## src/rtl/systolic_pkg.sv

```systemverilog
// systolic_pkg: shared definitions for the systolic array datapath blocks.
//  - DIM_DEFAULT:   default array dimension, shared with the systolic controller.
//  - drain_state_t: state encoding of the result-drain FSM.
//  - narrow():      per-lane narrowing of a sign-extended accumulator value.
// Build option: SYSTOLIC_DRAIN_SAT_EN selects saturating narrowing; when it is
// undefined, narrow() truncates and no saturation logic is compiled in.
package systolic_pkg;

  localparam int unsigned DIM_DEFAULT = 32;

  typedef enum logic [1:0] {
    IDLE,
    DRAIN,
    FLUSH,
    DONE
  } drain_state_t;

  // val is the lane value sign-extended to 64 bits; the caller keeps the low
  // out_w bits of the result. Lane widths are therefore limited to 64 bits.
  function automatic logic [63:0] narrow(input logic signed [63:0] val,
                                         input int unsigned        out_w);
    logic [63:0] res;
`ifdef SYSTOLIC_DRAIN_SAT_EN
    logic signed [63:0] max_v;
    logic signed [63:0] min_v;
    max_v = (64'sd1 <<< (out_w - 1)) - 64'sd1;
    min_v = -(64'sd1 <<< (out_w - 1));
    if (val > max_v) begin
      res = max_v;
    end else if (val < min_v) begin
      res = min_v;
    end else begin
      res = val;
    end
`else
    // A shift by 64 yields 0, so the mask becomes all ones for out_w == 64.
    res = val & ((64'd1 << out_w) - 64'd1);
`endif
    return res;
  endfunction

endpackage

```

## src/rtl/systolic_row_fifo.sv

```systemverilog
// systolic_row_fifo: small row FIFO with a registered head entry.
// Ports:
//  clk, rst       clock, asynchronous active-low reset
//  push, wdata    write a row (accepted when not full, or when popping at full)
//  pop, rdata     rdata is the head entry, valid while empty is low
//  full, empty    occupancy flags
//  count          number of stored entries (0..DEPTH)
// DEPTH must be a power of two (>= 2) so the pointers wrap naturally.
module systolic_row_fifo #(
  parameter int unsigned W     = 2,
  parameter int unsigned DEPTH = 4
) (
  input  logic                       clk,
  input  logic                       rst,
  input  logic                       push,
  input  logic                       pop,
  input  logic [W-1:0]               wdata,
  output logic [W-1:0]               rdata,
  output logic                       full,
  output logic                       empty,
  output logic [$clog2(DEPTH):0]     count
);

  localparam int unsigned PtrW = $clog2(DEPTH);
  localparam int unsigned CntW = PtrW + 1;

  logic [W-1:0]    mem_q [DEPTH];
  logic [PtrW-1:0] wr_ptr_q;
  logic [PtrW-1:0] rd_ptr_q;
  logic [CntW-1:0] count_q;
  logic            do_push;
  logic            do_pop;

  assign empty   = (count_q == '0);
  assign full    = (count_q == CntW'(DEPTH));
  assign count   = count_q;
  assign rdata   = mem_q[rd_ptr_q];
  assign do_pop  = pop & ~empty;
  // At full, a pop in the same cycle frees the slot being written.
  assign do_push = push & (~full | do_pop);

  always_ff @(posedge clk or negedge rst) begin
    if (!rst) begin
      for (int unsigned i = 0; i < DEPTH; i++) begin
        mem_q[i] <= '0;
      end
      wr_ptr_q <= '0;
      rd_ptr_q <= '0;
      count_q  <= '0;
    end else begin
      if (do_push) begin
        mem_q[wr_ptr_q] <= wdata;
        wr_ptr_q        <= wr_ptr_q + PtrW'(1);
      end
      if (do_pop) begin
        rd_ptr_q <= rd_ptr_q + PtrW'(1);
      end
      unique case ({do_push, do_pop})
        2'b10:   count_q <= count_q + CntW'(1);
        2'b01:   count_q <= count_q - CntW'(1);
        default: count_q <= count_q;
      endcase
    end
  end

endmodule

```

## src/rtl/systolic_drain.sv

```systemverilog
// systolic_drain: unloads DIM result rows from the systolic array after compute.
// After a start pulse it pulls one row per cycle (shift_en), buffers the rows in a
// row FIFO, narrows every lane from ACC_W to OUT_W and streams the rows out on a
// valid/ready interface with out_last on the final row, then pulses done.
// Ports:
//  clk, rst             clock, asynchronous active-low reset
//  start                1-cycle pulse, begin a drain (ignored unless idle)
//  row_in               array output row, lane j at [j*ACC_W +: ACC_W]
//  shift_en             advance the array; row_in is captured in the same cycle
//  busy                 high while draining or flushing
//  out_valid/out_ready  row handshake; out_data lane j at [j*OUT_W +: OUT_W]
//  out_last             marks row DIM-1
//  done                 1-cycle pulse after the last row is accepted
// Build option: SYSTOLIC_DRAIN_SAT_EN selects saturating narrowing (see systolic_pkg).
module systolic_drain
  import systolic_pkg::*;
#(
  parameter int unsigned DIM   = DIM_DEFAULT,
  parameter int unsigned ACC_W = 32,
  parameter int unsigned OUT_W = 16,
  parameter int unsigned DEPTH = 4
) (
  input  logic                   clk,
  input  logic                   rst,
  input  logic                   start,
  input  logic [DIM*ACC_W-1:0]   row_in,
  output logic                   shift_en,
  output logic                   busy,
  output logic                   out_valid,
  input  logic                   out_ready,
  output logic [DIM*OUT_W-1:0]   out_data,
  output logic                   out_last,
  output logic                   done
);

  localparam int unsigned W    = DIM * OUT_W + 1;
  localparam int unsigned CntW = $clog2(DEPTH) + 1;
  localparam int unsigned RowW = $clog2(DIM);

  drain_state_t         state_q;
  logic [RowW-1:0]      row_cnt_q;
  logic                 busy_q;
  logic                 done_q;
  logic                 pop;
  logic                 last_tag;
  logic                 fifo_full;
  logic                 fifo_empty;
  logic [CntW-1:0]      fifo_count;
  logic [W-1:0]         fifo_rdata;
  logic [DIM*OUT_W-1:0] row_nar;

  assign pop       = out_valid & out_ready;
  assign last_tag  = (row_cnt_q == RowW'(DIM - 1));
  // A pop in the same cycle frees a slot, so a full FIFO does not stall the array.
  assign shift_en  = (state_q == DRAIN) & ((fifo_count < CntW'(DEPTH)) | pop);
  assign out_valid = ~fifo_empty;
  assign out_data  = fifo_rdata[W-2:0];
  assign out_last  = out_valid & fifo_rdata[W-1];
  assign busy      = busy_q;
  assign done      = done_q;

  always_comb begin
    row_nar = '0;
    for (int unsigned j = 0; j < DIM; j++) begin
      row_nar[j*OUT_W +: OUT_W] =
          OUT_W'(narrow(64'(signed'(row_in[j*ACC_W +: ACC_W])), OUT_W));
    end
  end

  systolic_row_fifo #(
    .W     (W),
    .DEPTH (DEPTH)
  ) u_fifo (
    .clk   (clk),
    .rst   (rst),
    .push  (shift_en),
    .pop   (pop),
    .wdata ({last_tag, row_nar}),
    .rdata (fifo_rdata),
    .full  (fifo_full),
    .empty (fifo_empty),
    .count (fifo_count)
  );

  always_ff @(posedge clk or negedge rst) begin
    if (!rst) begin
      state_q   <= IDLE;
      row_cnt_q <= '0;
      busy_q    <= 1'b0;
      done_q    <= 1'b0;
    end else begin
      done_q <= 1'b0;
      unique case (state_q)
        IDLE: begin
          if (start) begin
            state_q   <= DRAIN;
            row_cnt_q <= '0;
            busy_q    <= 1'b1;
          end
        end
        DRAIN: begin
          if (shift_en) begin
            row_cnt_q <= row_cnt_q + RowW'(1);
            if (last_tag) begin
              state_q <= FLUSH;
            end
          end
        end
        FLUSH: begin
          if (pop && fifo_rdata[W-1]) begin
            state_q <= DONE;
            busy_q  <= 1'b0;
            done_q  <= 1'b1;
          end
        end
        DONE: begin
          state_q <= IDLE;
        end
        default: begin
          state_q <= IDLE;
          busy_q  <= 1'b0;
        end
      endcase
    end
  end

  // shift_en must never push into a full FIFO without a matching pop.
  a_no_overflow: assert property (@(posedge clk) disable iff (!rst)
                                  shift_en |-> (!fifo_full || pop));

endmodule
```

## config.mk

```make
export PLATFORM = sky130hd
export DESIGN_NAME = systolic_drain
export DESIGN_NICKNAME = d
export VERILOG_FILES = /design/src/rtl/systolic_pkg.sv /design/src/rtl/systolic_row_fifo.sv /design/src/rtl/systolic_drain.sv
export SDC_FILE = /design/constraint.sdc
export NUM_CORES = 2
export LEC_CHECK = 0
export ABC_AREA = 1
export CORE_AREA = 3 3 594 596
export DETAILED_ROUTE_END_ITERATION = 7
export DIE_AREA = 0 0 597 599
export HOLD_SLACK_MARGIN = 0.12
export SLEW_MARGIN = 10
export SYNTH_ARGS = -nofsm -noshare
export SYNTH_HDL_FRONTEND = slang
export SYNTH_SLANG_ARGS = --single-unit
```

## constraint.sdc

```tcl
create_clock -name clk -period 2.3 [get_ports clk]
set_input_delay 0.69 -clock clk [delete_from_list [all_inputs] [get_ports clk]]
set_output_delay 0.69 -clock clk [all_outputs]
set_load 0.02 [all_outputs]
```

After elaboration in Yosys (flattened, before gate mapping)
Index checks and enable logic that the tools add are counted.
{"block": "word_totals", "in_bits": 1028, "output_inout_bits": 517, "elab_cells": 72, "reg_bits": 2068}
{"block": "classes", "eq_ne": 11, "addsub": 5, "n_mux": 20, "n_reduce_logical": 10, "n_lt_le_gt_ge": 4, "bitwise_logic": 11}
{"operator": "2052-bit bitwise mux", "n": 1}
{"operator": "513-bit two-way mux", "n": 3}
{"operator": "513-bit binary-select mux with 2-bit select", "n": 1}
{"operator": "513-bit demux with 2-bit select", "n": 1}
{"operator": "5-bit two-way mux", "n": 2}
{"operator": "5-bit case mux with 2 select lines", "n": 1}
{"operator": "2-bit two-way mux", "n": 4}
{"operator": "2-bit case mux with 4 select lines", "n": 1}
{"operator": "2-bit equality test (second input constant)", "n": 3}
{"operator": "3-bit >= comparator (second input constant)", "n": 2}
{"operator": "2-bit != test (second input constant)", "n": 3}
{"operator": "2-bit NOT with 3-bit output", "n": 2}
{"operator": "3-bit case mux with 2 select lines", "n": 1}
{"operator": "3-bit AND reduction", "n": 2}
{"operator": "2-bit nonzero test", "n": 3}
{"operator": "5-bit by 1-bit adder with 5-bit output (second input constant)", "n": 1}
{"operator": "1-bit bitwise AND", "n": 5}
{"operator": "5-bit equality test (second input constant)", "n": 1}
{"operator": "2-bit by 1-bit adder with 2-bit output (second input constant)", "n": 2}
{"operator": "2-bit by 1-bit equality test with 1-bit output (second input constant)", "n": 2}
{"operator": "1-bit two-way mux", "n": 4}
{"operator": "4-bit AND reduction", "n": 1}
{"operator": "3-bit by 1-bit adder with 3-bit output (second input constant)", "n": 1}
{"operator": "3-bit equality test (second input constant)", "n": 1}
{"operator": "10 further kinds", "n": 13}

Logic depth before layout (Yosys ltp)
{"block": "logic_depth", "depth_word": 8, "ltp_mapped": 14, "mapped_depth_nobuf": 11}

By module
Synthesis repeated with hierarchy kept, for this count alone.
{"block": "unflattened", "hier_cells": 12149, "hier_area_um2": 98552.0}
{"mod": "systolic_row_fifo", "cells_per_inst": 12078, "instances": 1, "seq_area_each_um2": 51524.4, "area_per_inst_um2": 97953.9}
{"mod": "systolic_drain", "cells_per_inst": 71, "instances": 1, "seq_area_each_um2": 225.2, "area_per_inst_um2": 598.1}

Worst setup path after synthesis
OpenSTA, ideal clock, no wires.
{"block": "synth_path", "path_kind": "input -> register", "from": "in out_ready", "to": "reg u_fifo.count_q[2] (netlist: u_fifo.count[2])", "n_path_buf": 3, "arrival_ps": 2569, "setup_ps": 126, "path_slack_ps": -395, "cell_stages": 12, "path_cell_list": "inv_1 > a21oi_4 > inv_2 > buf_4 > buf_2 > clkbuf_1 > ha_1 > inv_1 > fa_1 > a21oi_1 > o21ai_0 > xnor2_1"}
{"block": "synth_between", "elab_chain_cells": 6, "word_cells_on_any_way": 10, "classes_between": "eq/ne (2); mux (1); bitwise (6); reduce/logical (1)"}
{"element": "start: declaration", "line": "systolic_drain.sv:30", "source": "input logic out_ready,"}
{"element": "1-bit bitwise AND *", "line": "systolic_drain.sv:52", "source": "assign pop = out_valid & out_ready;"}
{"element": "1-bit OR *", "line": "systolic_drain.sv:55", "source": "assign shift_en = (state_q == DRAIN) & ((fifo_count < CntW'(DEPTH)) | pop);"}
{"element": "1-bit bitwise AND *", "line": "systolic_drain.sv:55"}
{"element": "named net shift_en", "line": "systolic_drain.sv:27", "source": "output logic shift_en,"}
{"element": "1-bit bitwise AND *", "line": "systolic_row_fifo.sv:40", "source": "assign do_push = push & (~full | do_pop);"}
{"element": "2-bit by 1-bit equality test with 1-bit output / 2-bit equality test (equally long branches)", "line": "systolic_row_fifo.sv:58", "source": "unique case ({do_push, do_pop})"}
{"element": "3-bit case mux with 2 select lines / 2-bit nonzero test (equally long branches)"}
{"element": "end signal: assignment", "line": "systolic_row_fifo.sv:59", "source": "2'b10: count_q <= count_q + CntW'(1);"}
{"element": "end signal: assignment", "line": "systolic_row_fifo.sv:60", "source": "2'b01: count_q <= count_q - CntW'(1);"}
{"element": "end signal: assignment", "line": "systolic_row_fifo.sv:61", "source": "default: count_q <= count_q;"}
{"element": "end: declaration", "line": "systolic_row_fifo.sv:30", "source": "logic [CntW-1:0] count_q;"}
Mark *: on every way through the listed nets, which the timed path passes. The rest lies on a longest branch.
A chain may end at the register's enable or synchronous reset.

Worst setup path after layout
{"block": "layout_path", "from": "reg u_fifo.rd_ptr_q[0]", "to": "out out_data[96]"}
{"block": "layout_between", "elab_chain_cells": 4}
{"element": "start: declaration", "line": "systolic_row_fifo.sv:29", "source": "logic [PtrW-1:0] rd_ptr_q;"}
{"element": "start signal: assignment", "line": "systolic_row_fifo.sv:56", "source": "rd_ptr_q <= rd_ptr_q + PtrW'(1);"}
{"element": "2-bit NOT with 3-bit output (not written as such)", "line": "systolic_row_fifo.sv:37", "source": "assign rdata = mem_q[rd_ptr_q];"}
{"element": "513-bit binary-select mux with 2-bit select", "line": "systolic_row_fifo.sv:37"}
{"element": "513-bit two-way mux (not written as such) (2 in series)", "line": "systolic_row_fifo.sv:37"}
{"element": "end: declaration", "line": "systolic_drain.sv:31", "source": "output logic [DIM*OUT_W-1:0] out_data,"}
No other way between the ends. The select of a mux whose other input is x is not followed.

==> results.sh <==
export IMPL_switching_share_pct=45.2
export IMPL_p_comb_share_pct=53.5
export IMPL_htreeDepth=4
export IMPL_io_pins=1545
export IMPL_design_area_sq_um=126000
export IMPL_root_buffer="clkbuf_16"
export IMPL_cts_sinks=2068
export IMPL_clkLatencyLatePin_ns=0.91
export IMPL_ys_top_cells_by_area="dfrtp_1 55%, nand2_1 16%, o21ai_0 16%"
export IMPL_crit_path_max_incr_delay_ns=0.48
export IMPL_powerDensity_nw_per_um2=1750
export IMPL_worst_path_max_delay_cell="dfrtp_4"
export IMPL_grt_pass1_vias=85700
export IMPL_ys_ff_latch=2068
export IMPL_cts_buffers=237
export IMPL_drc_errors=0
export IMPL_first_iter_violations=8428
export IMPL_worst_setup_path_start_kind="register"
export IMPL_cp_cell_sequence="buf_4, buf_16, buf_12, o21ai_0, o22ai_2, dlygate4sd2_1"
export IMPL_grt_overflow=0
export IMPL_timing_fmax_ghz=0.284
export IMPL_cts_tree="built"
export IMPL_fin_crit_ns=3.52
export IMPL_hpwl_um=250000
export IMPL_crit_path_end_kind="primary output"
export IMPL_synth_warnings=0
export IMPL_syn_cell_area_sq_um=94300
export IMPL_worst_slack_ns=-1.22
export IMPL_start_util_pct=27.1
export IMPL_crit_path_max_fanout=43
export IMPL_reg2regPathDepth=11
export IMPL_dp_cells=17100
export IMPL_slew_viol_final=0
export IMPL_synth_yosys_seq_area_share_pct=54.9
export IMPL_hp_class="in2async"
export IMPL_cts_buffer_depth=4
export IMPL_synth_fp_nets=12900
export IMPL_leakage_nw=56.3
export IMPL_drtAntennaViolNets=0
export IMPL_finalHoldViolations=0
export IMPL_synth_top_area_cell="dfrtp_1"
export IMPL_violations="negative setup slack"
export IMPL_final_cells=17700
export IMPL_num_vias=89300
export IMPL_grt_pass1_wl_um=572000
export IMPL_final_setup_viol_count=521
export IMPL_p_total_mw=221
export IMPL_portBuffers=1032
export IMPL_sequentialPowerShare_pct=28.6
export IMPL_wl_per_cell_um=21.8
export IMPL_rsz0062_at_grt="yes"
export IMPL_synthFlopType="dfrtp_1"
export IMPL_fin_worst_skew_ns=0.0900
export IMPL_cp_arrival_ns=2.83
export IMPL_drive_gt1_share_pct=13.9
export IMPL_layout_nets=13800
export IMPL_fp_dieArea_sq_um=358000
export IMPL_status="complete, but fails checks"
export IMPL_p_sw_mw=100
export IMPL_dieWidth_um=597
export IMPL_vdd_drop_max_mv=1.22
export IMPL_synthDistinctLibCells=25
export IMPL_postSynthCellCount=11900
export IMPL_finalHoldWorstSlack_ns=0.368
export IMPL_synthArstFlopShare_pct=100
export IMPL_p_int_mw=121
export IMPL_clkPwrFrac_pct=18.0
export IMPL_finalCritPeriodShare_pct=153
export IMPL_dpl_cell_area_sq_um=117000
export IMPL_area_growth_pct=33.8
export IMPL_critPathTopFamily="buffers and inverters"
export IMPL_path_buf_inv=4
export IMPL_setup_worst_path_class="reg2out"
export IMPL_clk_pin_slew_ns=0.06
export IMPL_synth_edff_count=0
export IMPL_grt_max_degree=110
export IMPL_wl_um=384000
export IMPL_fp_row_count=217
export IMPL_syn_area_per_cell_sq_um=7.92
export IMPL_r2r_end="u_fifo.mem_q[720]"
export IMPL_vias_per_cell=5.06
export IMPL_reg2reg_from="state_q[1]"
export IMPL_coreArea_sq_um=349000
export IMPL_synth_top_cell_area_share_pct=54.9
export IMPL_die_h_um=599
export IMPL_grt_use_total_pct=20.6
export IMPL_relSlewSlack_pct=48.9
export IMPL_cp_required_ns=1.61
export IMPL_first_pass_iters=6
export IMPL_r2r_setup_slack_ns=-0.02
export IMPL_antenna_found_initial=101
export IMPL_tightest_slew_ns=0.767
export IMPL_finalWeightedCongestion=0.833
export IMPL_cap_viol_max_count=0
## how the worst max path moves through the flow
stage	cells after the start	endpoint	startpoint
floorplan	12	u_fifo.count[2]	out_ready
global placement	9	out_last	u_fifo.rd_ptr_q[0]
detailed placement	9	out_last	u_fifo.rd_ptr_q[0]
CTS	7	out_data[420]	u_fifo.rd_ptr_q[1]
global route	6	out_data[96]	u_fifo.rd_ptr_q[0]
finish	6	out_data[96]	u_fifo.rd_ptr_q[0]
## area by class of cell
cell class	instances	area, sq um
Fill cell	36000	222000
Sequential cell	2068	51800
Multi-Input combinational cell	8799	41400
Timing Repair Buffer	1672	18900
Clock buffer	342	6880
Tap cell	4599	5750
Clock inverter	90	1220
Antenna cell	67	168
Inverter	21	149
## cells in the mapped netlist (8+ instances only)
cell and count:
inv_2 8, nand3_1 10, nor2_1 1036, ha_1 11, o21ai_0 3084, dfrtp_1 2068
buf_1 16, nand2_1 4127, inv_1 13, clkbuf_1 770, buf_2 227, o22ai_1 512
## worst reg2reg max path, stage by stage, from the launching register on
cell     delay, ns
dfrtp_1       0.39
inv_1         0.14
ha_4          0.18
inv_2         0.06
a21oi_4       0.18
inv_8         0.05
buf_12        0.15
buf_12        0.17
buf_12        0.26
buf_12        0.29
o21ai_0       0.16
nand2_1       0.08
## through the flow
step | setup WS [ns] | utilization [%] | TNS (ns)
after floorplan | -0.0834 | - | -0.998
after global placement | -0.723 | 33.7 | -1095.19
after detailed placement | -0.719 | 33.7 | -1115.56
after CTS | -1.38 | 36.1 | -658.93
after global routing | -1.36 | 36.2 | -666.72
final | -1.22 | 36.2 | -565.56
## metal layers
metal,part of all wire (%),GRT usage [%]
met5,0.11,0
met3,8.6,5.04
met1,44,28.5
met2,45,31.5
met4,3.1,6.59
## layout by cell type (no fill, tap or decap), types with 4 or more instances in the layout
cell type,instances
buf_2,9
clkbuf_2,49
o21ai_0,3072
nand3_1,10
buf_12,304
ha_1,9
buf_4,419
clkinv_16,4
dfrtp_1,2066
nor2_1,1036
clkdlybuf4s50_1,517
a21oi_1,4
buf_6,30
clkinv_2,43
o22ai_2,468
clkinvlp_4,8
nand2_1,4127
clkbuf_16,244
buf_16,24
clkdlybuf4s15_2,86
dlygate4sd2_1,216
inv_1,11
inv_6,5
inv_8,7
o21ai_1,10
bufinv_16,23
clkbuf_1,51
clkbuf_8,53
o22ai_1,43
diode_2,67
## registers in the layout, summed over array words and instances (netlist names)
| signal | flops |
|---|---|
| busy | 1 |
| done | 1 |
| row_cnt_q | 5 |
| state_q | 2 |
| u_fifo.count | 3 |
| u_fifo.mem_q | 2052 |
| u_fifo.rd_ptr_q | 2 |
| u_fifo.wr_ptr_q | 2 |
## power groups by stage
stage,Combinational [mW],Sequential (mW),Clock [mW]
2_1_floorplan,63.9,61.0,0
3_3_place_gp,119,63.0,0
3_5_place_dp,120,63.4,0
4_1_cts,118,63.0,40.6
5_1_grt,128,65.3,42.0
6_report,118,63.2,39.7
## what timing repair did
item,CTS,global route
gates cloned,6,6
setup buffers,12,4
resized for setup,673,236
setup endpoints to repair,520,1220
hold buffers,1,0
pin swaps,9,6
hold endpoints to repair,372,0
## cell families after synthesis
family | synth area share (%)
AND/OR/NAND/NOR | 20.7
AO/OA/AOI/OAI | 19.8
flip-flops | 54.9
buffers and inverters | 4.44
adder cells (fa/ha/maj) | 0.167
XOR/XNOR | 0.0372
No activity file was read; power rests on OpenSTA's default activity.
